`src/rtl/twiddle_pkg.sv`:
```
// Shared constants and types for the twiddle ROM arbiter.
// Optional conjugate support is enabled with the TWIDDLE_CONJ_EN macro.
package twiddle_pkg;

    localparam int PHASE_W    = 12;
    localparam int DATA_W     = 16;
    localparam int ROM_ADDR_W = 11;

    localparam logic [ROM_ADDR_W-1:0] QUARTER  = 11'd1024;
    localparam logic [DATA_W-1:0]     ROM_PEAK = 16'h7fff;

    localparam logic [1:0] Q0 = 2'd0;
    localparam logic [1:0] Q1 = 2'd1;
    localparam logic [1:0] Q2 = 2'd2;
    localparam logic [1:0] Q3 = 2'd3;

    typedef enum logic [1:0] {
        IDLE = 2'd0,
        RD_A = 2'd1,
        RD_B = 2'd2,
        CAP  = 2'd3
    } state_e;

    // Two's complement negate when requested; -0 stays 0, -0x7fff becomes 0x8001.
    function automatic logic [DATA_W-1:0] cond_neg(input logic [DATA_W-1:0] x, input logic neg);
        return neg ? (-x) : x;
    endfunction

endpackage

```
`src/rtl/twiddle_quadrant_map.sv`:
```
// Folds a full-circle phase onto the quarter-wave ROM: picks the sin/cos
// addresses and tells the caller which of the two results to negate.
import twiddle_pkg::*;

module twiddle_quadrant_map (
    input  logic [PHASE_W-1:0]    phase,
    output logic [ROM_ADDR_W-1:0] sin_addr,
    output logic [ROM_ADDR_W-1:0] cos_addr,
    output logic                  neg_sin,
    output logic                  neg_cos
);

    logic [1:0]            quad;
    logic [ROM_ADDR_W-1:0] r_ext;
    logic [ROM_ADDR_W-1:0] r_mir;

    assign quad  = phase[PHASE_W-1 -: 2];
    assign r_ext = {1'b0, phase[PHASE_W-3:0]};
    // r = 0 mirrors to 1024, the ROM peak entry
    assign r_mir = QUARTER - r_ext;

    // Quadrant symmetry: odd quadrants swap the addresses, sign follows the quadrant
    always_comb begin
        sin_addr = r_ext;
        cos_addr = r_mir;
        neg_sin  = 1'b0;
        neg_cos  = 1'b0;
        case (quad)
            Q0: ;
            Q1: begin
                sin_addr = r_mir;
                cos_addr = r_ext;
                neg_cos  = 1'b1;
            end
            Q2: begin
                neg_sin = 1'b1;
                neg_cos = 1'b1;
            end
            Q3: begin
                sin_addr = r_mir;
                cos_addr = r_ext;
                neg_sin  = 1'b1;
            end
            default: ;
        endcase
    end

endmodule

```
`src/rtl/twiddle_rom_arbiter.sv`:
```
// Round-robin arbiter sharing a single-port quarter-wave sine ROM between two
// requesters; each request costs two ROM reads and returns Q1.15 cos/sin.
// Optional feature macro: TWIDDLE_CONJ_EN (adds per-request sin conjugation).
import twiddle_pkg::*;

module twiddle_rom_arbiter (
    input  logic                  clk,
    input  logic                  rst_n,
    input  logic                  req0_valid,
    output logic                  req0_ready,
    input  logic [PHASE_W-1:0]    req0_phase,
    output logic                  rsp0_valid,
    input  logic                  req1_valid,
    output logic                  req1_ready,
    input  logic [PHASE_W-1:0]    req1_phase,
    output logic                  rsp1_valid,
`ifdef TWIDDLE_CONJ_EN
    input  logic                  req0_conj,
    input  logic                  req1_conj,
`endif
    output logic [DATA_W-1:0]     rsp_cos,
    output logic [DATA_W-1:0]     rsp_sin,
    output logic                  rom_ce,
    output logic [ROM_ADDR_W-1:0] rom_ad,
    input  logic [DATA_W-1:0]     rom_dout
);

    state_e                state_q, state_d;
    logic                  run_q, run_d;
    logic                  last_grant_q, last_grant_d;
    logic                  grant_q, grant_d;
    logic [PHASE_W-1:0]    phase_q, phase_d;
    logic [DATA_W-1:0]     raw_sin_q, raw_sin_d;
    logic [DATA_W-1:0]     rsp_cos_q, rsp_cos_d;
    logic [DATA_W-1:0]     rsp_sin_q, rsp_sin_d;
    logic                  rsp0_valid_q, rsp0_valid_d;
    logic                  rsp1_valid_q, rsp1_valid_d;
    logic                  rom_ce_q, rom_ce_d;
    logic [ROM_ADDR_W-1:0] rom_ad_q, rom_ad_d;

    logic                  grant_sel;
    logic                  accept;
    logic [PHASE_W-1:0]    sel_phase;
    logic [PHASE_W-1:0]    map_phase;
    logic [ROM_ADDR_W-1:0] map_sin_addr;
    logic [ROM_ADDR_W-1:0] map_cos_addr;
    logic                  map_neg_sin;
    logic                  map_neg_cos;
    logic                  sin_neg;

`ifdef TWIDDLE_CONJ_EN
    logic                  conj_q, conj_d;
    logic                  sel_conj;
    assign sel_conj = grant_sel ? req1_conj : req0_conj;
    assign sin_neg  = map_neg_sin ^ conj_q;
`else
    assign sin_neg  = map_neg_sin;
`endif

    // Round-robin pick: on contention favour the requester not served last.
    // run_q keeps ready low until the first edge after reset release.
    always_comb begin
        if (req0_valid && req1_valid) grant_sel = ~last_grant_q;
        else                          grant_sel = req1_valid;
    end

    assign req0_ready = run_q && (state_q == IDLE) && req0_valid && !grant_sel;
    assign req1_ready = run_q && (state_q == IDLE) && req1_valid &&  grant_sel;
    assign accept     = req0_ready || req1_ready;
    assign sel_phase  = grant_sel ? req1_phase : req0_phase;

    // In IDLE the map looks at the incoming phase so the sin address can be
    // registered on the accept edge; afterwards it follows the latched phase.
    assign map_phase = (state_q == IDLE) ? sel_phase : phase_q;

    twiddle_quadrant_map u_map (
        .phase    (map_phase),
        .sin_addr (map_sin_addr),
        .cos_addr (map_cos_addr),
        .neg_sin  (map_neg_sin),
        .neg_cos  (map_neg_cos)
    );

    // Next-state and registered-output logic for the four-cycle read sequence
    always_comb begin
        state_d      = state_q;
        run_d        = 1'b1;
        last_grant_d = last_grant_q;
        grant_d      = grant_q;
        phase_d      = phase_q;
        raw_sin_d    = raw_sin_q;
        rsp_cos_d    = rsp_cos_q;
        rsp_sin_d    = rsp_sin_q;
        rsp0_valid_d = 1'b0;
        rsp1_valid_d = 1'b0;
        rom_ce_d     = rom_ce_q;
        rom_ad_d     = rom_ad_q;
`ifdef TWIDDLE_CONJ_EN
        conj_d       = conj_q;
`endif
        case (state_q)
            IDLE: begin
                if (accept) begin
                    phase_d      = sel_phase;
                    grant_d      = grant_sel;
                    last_grant_d = grant_sel;
                    rom_ce_d     = 1'b1;
                    rom_ad_d     = map_sin_addr;
                    state_d      = RD_A;
`ifdef TWIDDLE_CONJ_EN
                    conj_d       = sel_conj;
`endif
                end
            end
            RD_A: begin
                rom_ce_d = 1'b1;
                rom_ad_d = map_cos_addr;
                state_d  = RD_B;
            end
            RD_B: begin
                raw_sin_d = rom_dout;
                rom_ce_d  = 1'b0;
                state_d   = CAP;
            end
            CAP: begin
                rsp_cos_d    = cond_neg(rom_dout, map_neg_cos);
                rsp_sin_d    = cond_neg(raw_sin_q, sin_neg);
                rsp0_valid_d = !grant_q;
                rsp1_valid_d =  grant_q;
                state_d      = IDLE;
            end
            default: state_d = IDLE;
        endcase
    end

    // State and output registers; reset drops any in-flight response
    always_ff @(posedge clk or negedge rst_n) begin
        if (!rst_n) begin
            state_q      <= IDLE;
            run_q        <= 1'b0;
            last_grant_q <= 1'b1;
            grant_q      <= 1'b0;
            phase_q      <= '0;
            raw_sin_q    <= '0;
            rsp_cos_q    <= '0;
            rsp_sin_q    <= '0;
            rsp0_valid_q <= 1'b0;
            rsp1_valid_q <= 1'b0;
            rom_ce_q     <= 1'b0;
            rom_ad_q     <= '0;
`ifdef TWIDDLE_CONJ_EN
            conj_q       <= 1'b0;
`endif
        end else begin
            state_q      <= state_d;
            run_q        <= run_d;
            last_grant_q <= last_grant_d;
            grant_q      <= grant_d;
            phase_q      <= phase_d;
            raw_sin_q    <= raw_sin_d;
            rsp_cos_q    <= rsp_cos_d;
            rsp_sin_q    <= rsp_sin_d;
            rsp0_valid_q <= rsp0_valid_d;
            rsp1_valid_q <= rsp1_valid_d;
            rom_ce_q     <= rom_ce_d;
            rom_ad_q     <= rom_ad_d;
`ifdef TWIDDLE_CONJ_EN
            conj_q       <= conj_d;
`endif
        end
    end

    assign rsp0_valid = rsp0_valid_q;
    assign rsp1_valid = rsp1_valid_q;
    assign rsp_cos    = rsp_cos_q;
    assign rsp_sin    = rsp_sin_q;
    assign rom_ce     = rom_ce_q;
    assign rom_ad     = rom_ad_q;

endmodule

```
`config.mk`:
```
export PLATFORM = sky130hd
export DESIGN_NAME = twiddle_rom_arbiter
export DESIGN_NICKNAME = d
export VERILOG_FILES = /design/src/rtl/twiddle_pkg.sv /design/src/rtl/twiddle_quadrant_map.sv /design/src/rtl/twiddle_rom_arbiter.sv
export SDC_FILE = /design/constraint.sdc
export NUM_CORES = 1
export LEC_CHECK = 0
export CAP_MARGIN = 10
export CELL_PAD_IN_SITES_DETAIL_PLACEMENT = 1
export CELL_PAD_IN_SITES_GLOBAL_PLACEMENT = 2
export CORE_MARGIN = 2
export CORE_UTILIZATION = 32
export CTS_BUF_LIST = sky130_fd_sc_hd__clkbuf_8
export DETAILED_ROUTE_END_ITERATION = 10
export PLACE_DENSITY = 0.87
export SLEW_MARGIN = 15
export SYNTH_ARGS = -nofsm -noshare
export SYNTH_HDL_FRONTEND = slang
export SYNTH_SLANG_ARGS = --single-unit
export TNS_END_PERCENT = 1
```
`constraint.sdc`:
```
create_clock -name clk -period 3.15 [get_ports clk]
set_input_delay 0.4725 -clock clk [delete_from_list [all_inputs] [get_ports clk]]
set_output_delay 0.4725 -clock clk [all_outputs]
set_load 0.05 [all_outputs]
```
# After elaboration in Yosys (flattened, before gate mapping)

Index checks and enable logic that the tools add are counted.

Bitwise operators: 1
Add/sub/neg operators: 3
Reduce and logical (&&, ||, !) cells: 18
Mux-type cells: 17
Equality and inequality tests: 7

Operators with widths:

| kind                                                | number |
|---|---|
| 2-to-1 mux 11 bit                                   | 3 |
| 2-to-1 mux 16 bit                                   | 2 |
| negation 16 bit                                     | 2 |
| 2-to-1 mux 12 bit                                   | 2 |
| one-hot mux 11 bit (2 select lines)                 | 1 |
| subtractor 11 x 10 -> 11 bit, first input constant  | 1 |
| equality test 2 bit, second input constant          | 4 |
| one-hot mux 2 bit (4 select lines)                  | 1 |
| logical AND 1 bit                                   | 6 |
| 2-to-1 mux 1 bit                                    | 6 |
| AND reduction 2 bit                                 | 3 |
| OR reduction 2 bit                                  | 3 |
| equality test 2 x 1 -> 1 bit, second input constant | 2 |
| one-hot mux 1 bit (3 select lines)                  | 1 |
| nonzero test 3 bit                                  | 1 |
| zero test 1 bit                                     | 2 |
| zero test 2 bit                                     | 1 |
| 2-to-1 mux 2 bit                                    | 1 |
| != test 2 bit, second input constant                | 1 |
| nonzero test 2 bit                                  | 1 |
| logical OR 1 bit                                    | 1 |
| NOT 1 bit                                           | 1 |

Bits in registers: 79
Word-level logic and storage cells: 58
Output and inout bits: 48
Bits of input ports: 44

# Logic depth before layout (Yosys ltp)

Gate-level depths: netlist of the first run.

Depth after elaboration: 9
Mapped depth: 15
Gate-level depth less buffers: 11

# Hierarchy

A second synthesis of the first run with hierarchy kept.

Cell total of the unflattened synthesis: 452
Area, all modules: 4419.2 um^2

Modules (own cells, without submodules):

| module               | seq. area each (um^2) | times used | cells each | area each (um^2) |
|---|---|---|---|---|
| twiddle_rom_arbiter  | 1978.1                | 1          | 387        | 3976.3 |
| twiddle_quadrant_map | 0.0                   | 1          | 65         | 442.9 |

# Least setup slack after synthesis of the first run

OpenSTA, ideal clock, no wires.

Kind: register to register
Start point: register state_q[0]
End point: register rsp_sin_q[5], in the netlist rsp_sin[5]
Path buffers: 5
Arrival time: 2.743 ns
Data required time: 3.014 ns
Setup time: 0.136 ns
Stages on the path, launching flop included: 16
Path slack: 0.271 ns
Period minus slack after synthesis: 2.879 ns
Path through: dfrtp_1 -> inv_1 -> ha_1 -> buf_2 -> buf_2 -> buf_1 -> buf_2 -> nor2_1 -> a21oi_1 -> inv_1 -> ha_1 -> nor2_1 -> clkbuf_1 -> nor2_1 -> xnor2_1 -> a21oi_1

Longest elaborated chain between the ends: 6
Elaborated cells between the ends (all ways): 8
Those cells by class: eq/ne: 3; mux: 3; reduce/logical: 2

RTL lines:

| what                                | RTL line                   | text |
|---|---|---|
| start: declaration                  | twiddle_rom_arbiter.sv:28  | `state_e state_q, state_d;` |
| start signal: assignment            | twiddle_rom_arbiter.sv:155 | `state_q <= state_d;` |
| zero test 2 bit                     | twiddle_rom_arbiter.sv:74  | `assign map_phase = (state_q == IDLE) ? sel_phase : phase_q;` |
| 2-to-1 mux 12 bit                   | twiddle_rom_arbiter.sv:74  |  |
| equality test 2 bit                 | twiddle_quadrant_map.sv:28 | `case (quad)` |
| OR reduction 2 bit (no source line) | n/a                        |  |
| 2-to-1 mux 1 bit                    | twiddle_quadrant_map.sv:28 |  |
| 2-to-1 mux 16 bit                   | twiddle_pkg.sv:26          | `return neg ? (-x) : x;` |
| end signal: assignment              | twiddle_rom_arbiter.sv:162 | `rsp_sin_q <= rsp_sin_d;` |
| end: declaration                    | twiddle_rom_arbiter.sv:35  | `logic [DATA_W-1:0] rsp_sin_q, rsp_sin_d;` |

Several ways; a longest one is shown, not always the timed one.
A chain may end at the register's enable or synchronous reset.

# Worst setup path after layout of the first run

Start point: register state_q[0]
End point: register rom_ad_q[3], in the netlist rom_ad[3]

Longest elaborated chain between the ends: 7
Elaborated cells between the ends (all ways): 20
Those cells by class: add/sub: 1; eq/ne: 4; mux: 5; reduce/logical: 10

RTL lines:

| what                                                                 | RTL line                   | text |
|---|---|---|
| branches (longest 7 deep; another with subtractor 11 x 10 -> 11 bit) | n/a                        |  |
| end signal: assignment                                               | twiddle_rom_arbiter.sv:166 | `rom_ad_q <= rom_ad_d;` |
| end: declaration                                                     | twiddle_rom_arbiter.sv:39  | `logic [ROM_ADDR_W-1:0] rom_ad_q, rom_ad_d;` |

Parallel ways; which one is timed is not known. The select of a mux whose other input is x is not followed.

==> results of run 1 <==
## final cells by class
type / instances / area, µm² / share of cell area
clock buffer: 11 / 151 / 0.0275
sequential: 79 / 1980 / 0.360
multi-input combinational: 318 / 2060 / 0.374
clock inverter: 5 / 33.8 / 0.00614
inverter: 16 / 60.1 / 0.0109
tap: 172 / 215 / 0.0391
timing repair buffer: 101 / 1000 / 0.182
## flip-flops by register name, indices dropped and copies added, names as in the netlist, 2 cells and up
signal and flops:
state_q 2, raw_sin_q 16, phase_q 12, rsp_cos 16, rom_ad 11, rsp_sin 16
## cell families after synthesis
group	after synthesis	synth area share
mux	36	0.0937
compound gates	110	0.158
buf+inv	38	0.0410
flops	79	0.470
other cells	1	0.000891
simple gates	125	0.131
xor+xnor	36	0.0750
fa+ha+maj	10	0.0297
## through the flow
| step | cell area [µm²] | hold WS, ps | setup slack (ps) |
|---|---|---|---|
| 6_report | 5500 | 287 | 369 |
| 4_1_cts | 5500 | 316 | 331 |
| 2_1_floorplan | 4210 | 177 | 271 |
| 3_3_place_gp | 5320 | 468 | 252 |
| 5_1_grt | 5500 | 363 | 70.3 |
| 3_5_place_dp | 5320 | 482 | 158 |
## synth_stat cells (2+ instances only)
master    number
a21o_1         3
a21oi_1       49
a31oi_1        5
a41oi_1        2
and2_1         2
buf_1          3
buf_2          3
buf_6          2
clkbuf_1      13
dfrtp_1       78
ha_1          10
inv_1         15
mux2_2        20
mux2i_1       14
nand2_1       30
nand3_1        5
nand3b_1       2
nor2_1        60
nor2b_1        2
nor3_1         7
nor3b_1        2
nor4_1         9
nor4b_1        2
o211ai_1       2
o21ai_0       26
o21ai_1        2
o31ai_1        5
xnor2_1       16
xor2_1        20
## how the worst min path moves through the flow
| stage | startpoint | endpoint | slack, ps | depth (start not counted) |
|---|---|---|---|---|
| after floorplan | rst_n | grant_q | 180 | 0 |
| after global placement | phase_q[9] | phase_q[9] | 470 | 2 |
| after detailed placement | grant_q | rsp0_valid | 480 | 1 |
| after CTS | rst_n | rsp_cos[10] | 320 | 1 |
| after global routing | rst_n | rsp_sin[14] | 360 | 1 |
| final | rst_n | rsp_cos[3] | 290 | 1 |
## per-layer routing
layer  wire length (µm)  vias to the layer above
met5                  0                        -
met4                198                        0
met3                497                       15
met2               5850                       68
met1               5050                     1773
li1                   -                     1682
==> results.json, run 1 <==
{
  "finalSetupTns_ps": 0,
  "remaining_drc_errors": 0,
  "die_x_um": 119,
  "final_cell_mix": "clkdlybuf4s50_1, dfrtp_1, nor2_1, a21oi_1, nand2_1",
  "cts.sinks": 79,
  "grt_overflow_total": 0,
  "crit_arrival_ps": 3000,
  "grtUsageMet3": 0.0420,
  "rsz0062_at_grt": "false",
  "critPathKind": "flop to flop",
  "drive_above_1_share": 0.109,
  "cts_setup_buffers": 0,
  "crit_family": "compound AO/OA/AOI/OAI gates",
  "fillers": 1491,
  "grt.busiest_layer": "met2",
  "final_max_slew_viol_count": 0,
  "netlist-cell-type-count": 55,
  "rr_startpoint": "state_q[0]",
  "finalNonFillerCells": 702,
  "synth.avg_cell_area_um2": 9.67,
  "ant_nets": 0,
  "area_growth_pct": 30.8,
  "cts_tree": "yes",
  "antenna_found_initial": 0,
  "r2r-end": "rom_ad[3]",
  "htreeDepth": 3,
  "wl_per_cell_um": 16.5,
  "ys_async_sr_fraction": 1.00,
  "worstSetupEndpoint": "rom_ad[3]",
  "cts_resized": 0,
  "grt_max_degree": 80,
  "max_stage_delay_ps": 550,
  "maxCapViolCount": 0,
  "yosysTopAreaCell": "dfrtp_1",
  "cp-start-kind": "flop",
  "synthFlopType": "dfrtp_1",
  "dp.cells": 686,
  "cts.path.max_buffers": 2,
  "cts_buffers": 9,
  "vias": 3538,
  "met2_usage": 0.301,
  "worst_pin_slew_ps": 1050,
  "cts_root_buffer": "clkbuf_8",
  "layout_commonest_cell": "clkdlybuf4s50_1",
  "synth.yosys.seq_area_share": 0.470,
  "insertedDiodeCount": 0,
  "drt_iter0_drc": 134,
  "rows": 41,
  "outcome": "complete, no violations",
  "core-area_mm2": 0.0127,
  "routed_via_density": 5.04,
  "hp-class": "primary input to asynchronous set/reset pin",
  "wirelength_um": 11600,
  "die_area_mm2": 0.0141,
  "track_usage": 0.173,
  "syn-num-nets": 489,
  "hold_viol": 0,
  "ys.warnings.count": 0,
  "grt_pass1_vias": 3828,
  "min_period_over_period": 0.883,
  "ios": 92,
  "final_nets": 579,
  "ff2ff_path_depth": 8,
  "syn_inst": 435,
  "path_cells": "inv_1, ha_1, clkinv_1, a211oi_1, a211o_1, o21bai_1, xnor2_1, a21oi_1",
  "synth.cell_area_mm2": 0.00421,
  "insertion_delay_ps": 370,
  "cp-startpoint": "state_q[0]",
  "cp_num_buf_inv": 2,
  "place_congestion": 0.808,
  "start_util": 0.331,
  "max_freq_mhz": 360,
  "slew_headroom": 0.303,
  "cp-end-kind": "flop",
  "finalSetupViolations": 0,
  "synth_area_leaders": "dfrtp_1, a21oi_1, mux2_2",
  "firstDrtPassIters": 4,
  "clkTransAtPathRegs_ps": 80,
  "ys_ff_latch": 79,
  "yosysTopAreaCellShare": 0.464,
  "fin_util": 0.432,
  "crit_path_max_fanout": 19,
  "required_ps": 3370,
  "die_h_um": 119,
  "grt_pass1_wl_um": 19300,
  "period_minus_slack_ps": 2780,
  "hpwl_um": 8620,
  "ctsHoldBuffers": 0,
  "clock_skew_ps": 13.8,
  "io_buffers": 91,
  "rrSetupSlack_ps": 370,
  "use_met1": 0.204,
  "critPathSlowestCell": "ha_1",
  "synth_edf_count": 0,
  "crit_cells": 8
}
Power of run 1 is left out: the tool's default activity adds up to more than one toggle a clock period on the data nets, which glitch-free logic cannot reach.
==> run 2: changes to the inputs <==
--- a/config.mk
+++ b/config.mk
@@ -12,7 +12,7 @@
 export CORE_UTILIZATION = 32
 export CTS_BUF_LIST = sky130_fd_sc_hd__clkbuf_8
 export DETAILED_ROUTE_END_ITERATION = 10
-export PLACE_DENSITY = 0.87
+export PLACE_DENSITY = 0.82
 export SLEW_MARGIN = 15
 export SYNTH_ARGS = -nofsm -noshare
 export SYNTH_HDL_FRONTEND = slang
==> run 2 against run 1 <==
Net effect: flip-flop and latch count did not move; register-to-register slack lost 60 ps; clock skew fell by 0.56 ps.
==> results.json, run 2 (synthesized netlist as in run 1, its figures left out) <==
{
  "cts_buffers": 9,
  "die_h_um": 119,
  "grt_max_degree": 80,
  "finalSetupTns_ps": 0,
  "grt_overflow_total": 0,
  "fillers": 1512,
  "final_max_slew_viol_count": 0,
  "cp_num_buf_inv": 3,
  "cts.sinks": 79,
  "insertedDiodeCount": 0,
  "dp.cells": 688,
  "grt_pass1_vias": 3736,
  "path_cells": "inv_1, ha_1, buf_4, clkinv_1, nor4_1, o32a_2, a31oi_1, xnor2_1, a21oi_1",
  "drive_above_1_share": 0.115,
  "vias": 3481,
  "start_util": 0.331,
  "finalNonFillerCells": 704,
  "cts_tree": "yes",
  "slew_headroom": 0.311,
  "hold_viol": 0,
  "cts_root_buffer": "clkbuf_8",
  "rsz0062_at_grt": "false",
  "place_congestion": 0.784,
  "cp-start-kind": "flop",
  "grt_pass1_wl_um": 19500,
  "required_ps": 3390,
  "maxCapViolCount": 0,
  "final_nets": 581,
  "period_minus_slack_ps": 2840,
  "final_cell_mix": "clkdlybuf4s50_1, dfrtp_1, nor2_1, a21oi_1, nand2_1",
  "ctsHoldBuffers": 0,
  "finalSetupViolations": 0,
  "track_usage": 0.175,
  "max_stage_delay_ps": 470,
  "whs_ps": 235,
  "area_growth_pct": 31.4,
  "critPathSlowestCell": "nor4_1",
  "crit_path_max_fanout": 13,
  "clkTransAtPathRegs_ps": 90,
  "cp-end-kind": "flop",
  "ant_nets": 0,
  "die_area_mm2": 0.0141,
  "htreeDepth": 3,
  "min_period_over_period": 0.902,
  "insertion_delay_ps": 370,
  "core-area_mm2": 0.0127,
  "die_x_um": 119,
  "worst_pin_slew_ps": 1030,
  "layout_commonest_cell": "clkdlybuf4s50_1",
  "ios": 92,
  "drt_iter0_drc": 126,
  "rows": 41,
  "cts_setup_buffers": 0,
  "routed_via_density": 4.94,
  "cts_resized": 0,
  "cts.path.max_buffers": 2,
  "hp-class": "primary input to asynchronous set/reset pin",
  "hpwl_um": 8470,
  "max_freq_mhz": 352,
  "wirelength_um": 11500,
  "antenna_found_initial": 0,
  "io_buffers": 91,
  "critPathKind": "flop to flop",
  "crit_arrival_ps": 3080,
  "clock_skew_ps": 13.2,
  "wl_per_cell_um": 16.4,
  "firstDrtPassIters": 4,
  "outcome": "complete, no violations",
  "remaining_drc_errors": 0,
  "crit_family": "buffers and inverters"
}
## run 2: cell count changes in the layout (fill, tap and decap cells not counted), sizes merged
cell	previous run	this run
bufinv	0	1
clkinv	1	4
inv	16	15
clkinvlp	4	1
buf	13	15
## run 2: routing by layer
layer	part of all wire	GRT usage	vias to the layer above
met5	0	0	-
met4	0.018	0.0722	0
met3	0.030	0.0323	14
met2	0.48	0.277	57
met1	0.48	0.236	1713
li1	-	-	1697
## run 2: path summary, 6_finish.rpt
path                            startpoint     endpoint  slack [ps]  cells after the start
min in group clk                   grant_q   rsp0_valid         460                      1
worst min register to register     grant_q   rsp0_valid         460                      1
worst max-delay path            state_q[0]    rom_ad[7]         310                      9
max in group asynchronous            rst_n   phase_q[1]        2200                      1
worst max register to register  state_q[0]    rom_ad[7]         310                      9
worst min-delay path                 rst_n  rsp_cos[11]         230                      1
## run 2: through the flow
step                      setup WS (ps)  cell area [µm²]  utilization
final                               310             5530        0.434
after global routing               42.6             5530        0.434
after CTS                           326             5530        0.434
after detailed placement            184             5320        0.418
after global placement              243             5320        0.418
after floorplan                     271             4210            -
## run 2: layout make-up
type | instances | area, µm² | area share
sequential | 79 | 1980 | 0.358
timing repair buffer | 103 | 1010 | 0.182
clock inverter | 5 | 56.3 | 0.0102
inverter | 16 | 60.1 | 0.0109
tap | 172 | 215 | 0.0389
multi-input combinational | 318 | 2060 | 0.373
clock buffer | 11 | 151 | 0.0274
Power of run 2 is left out for the same reason.
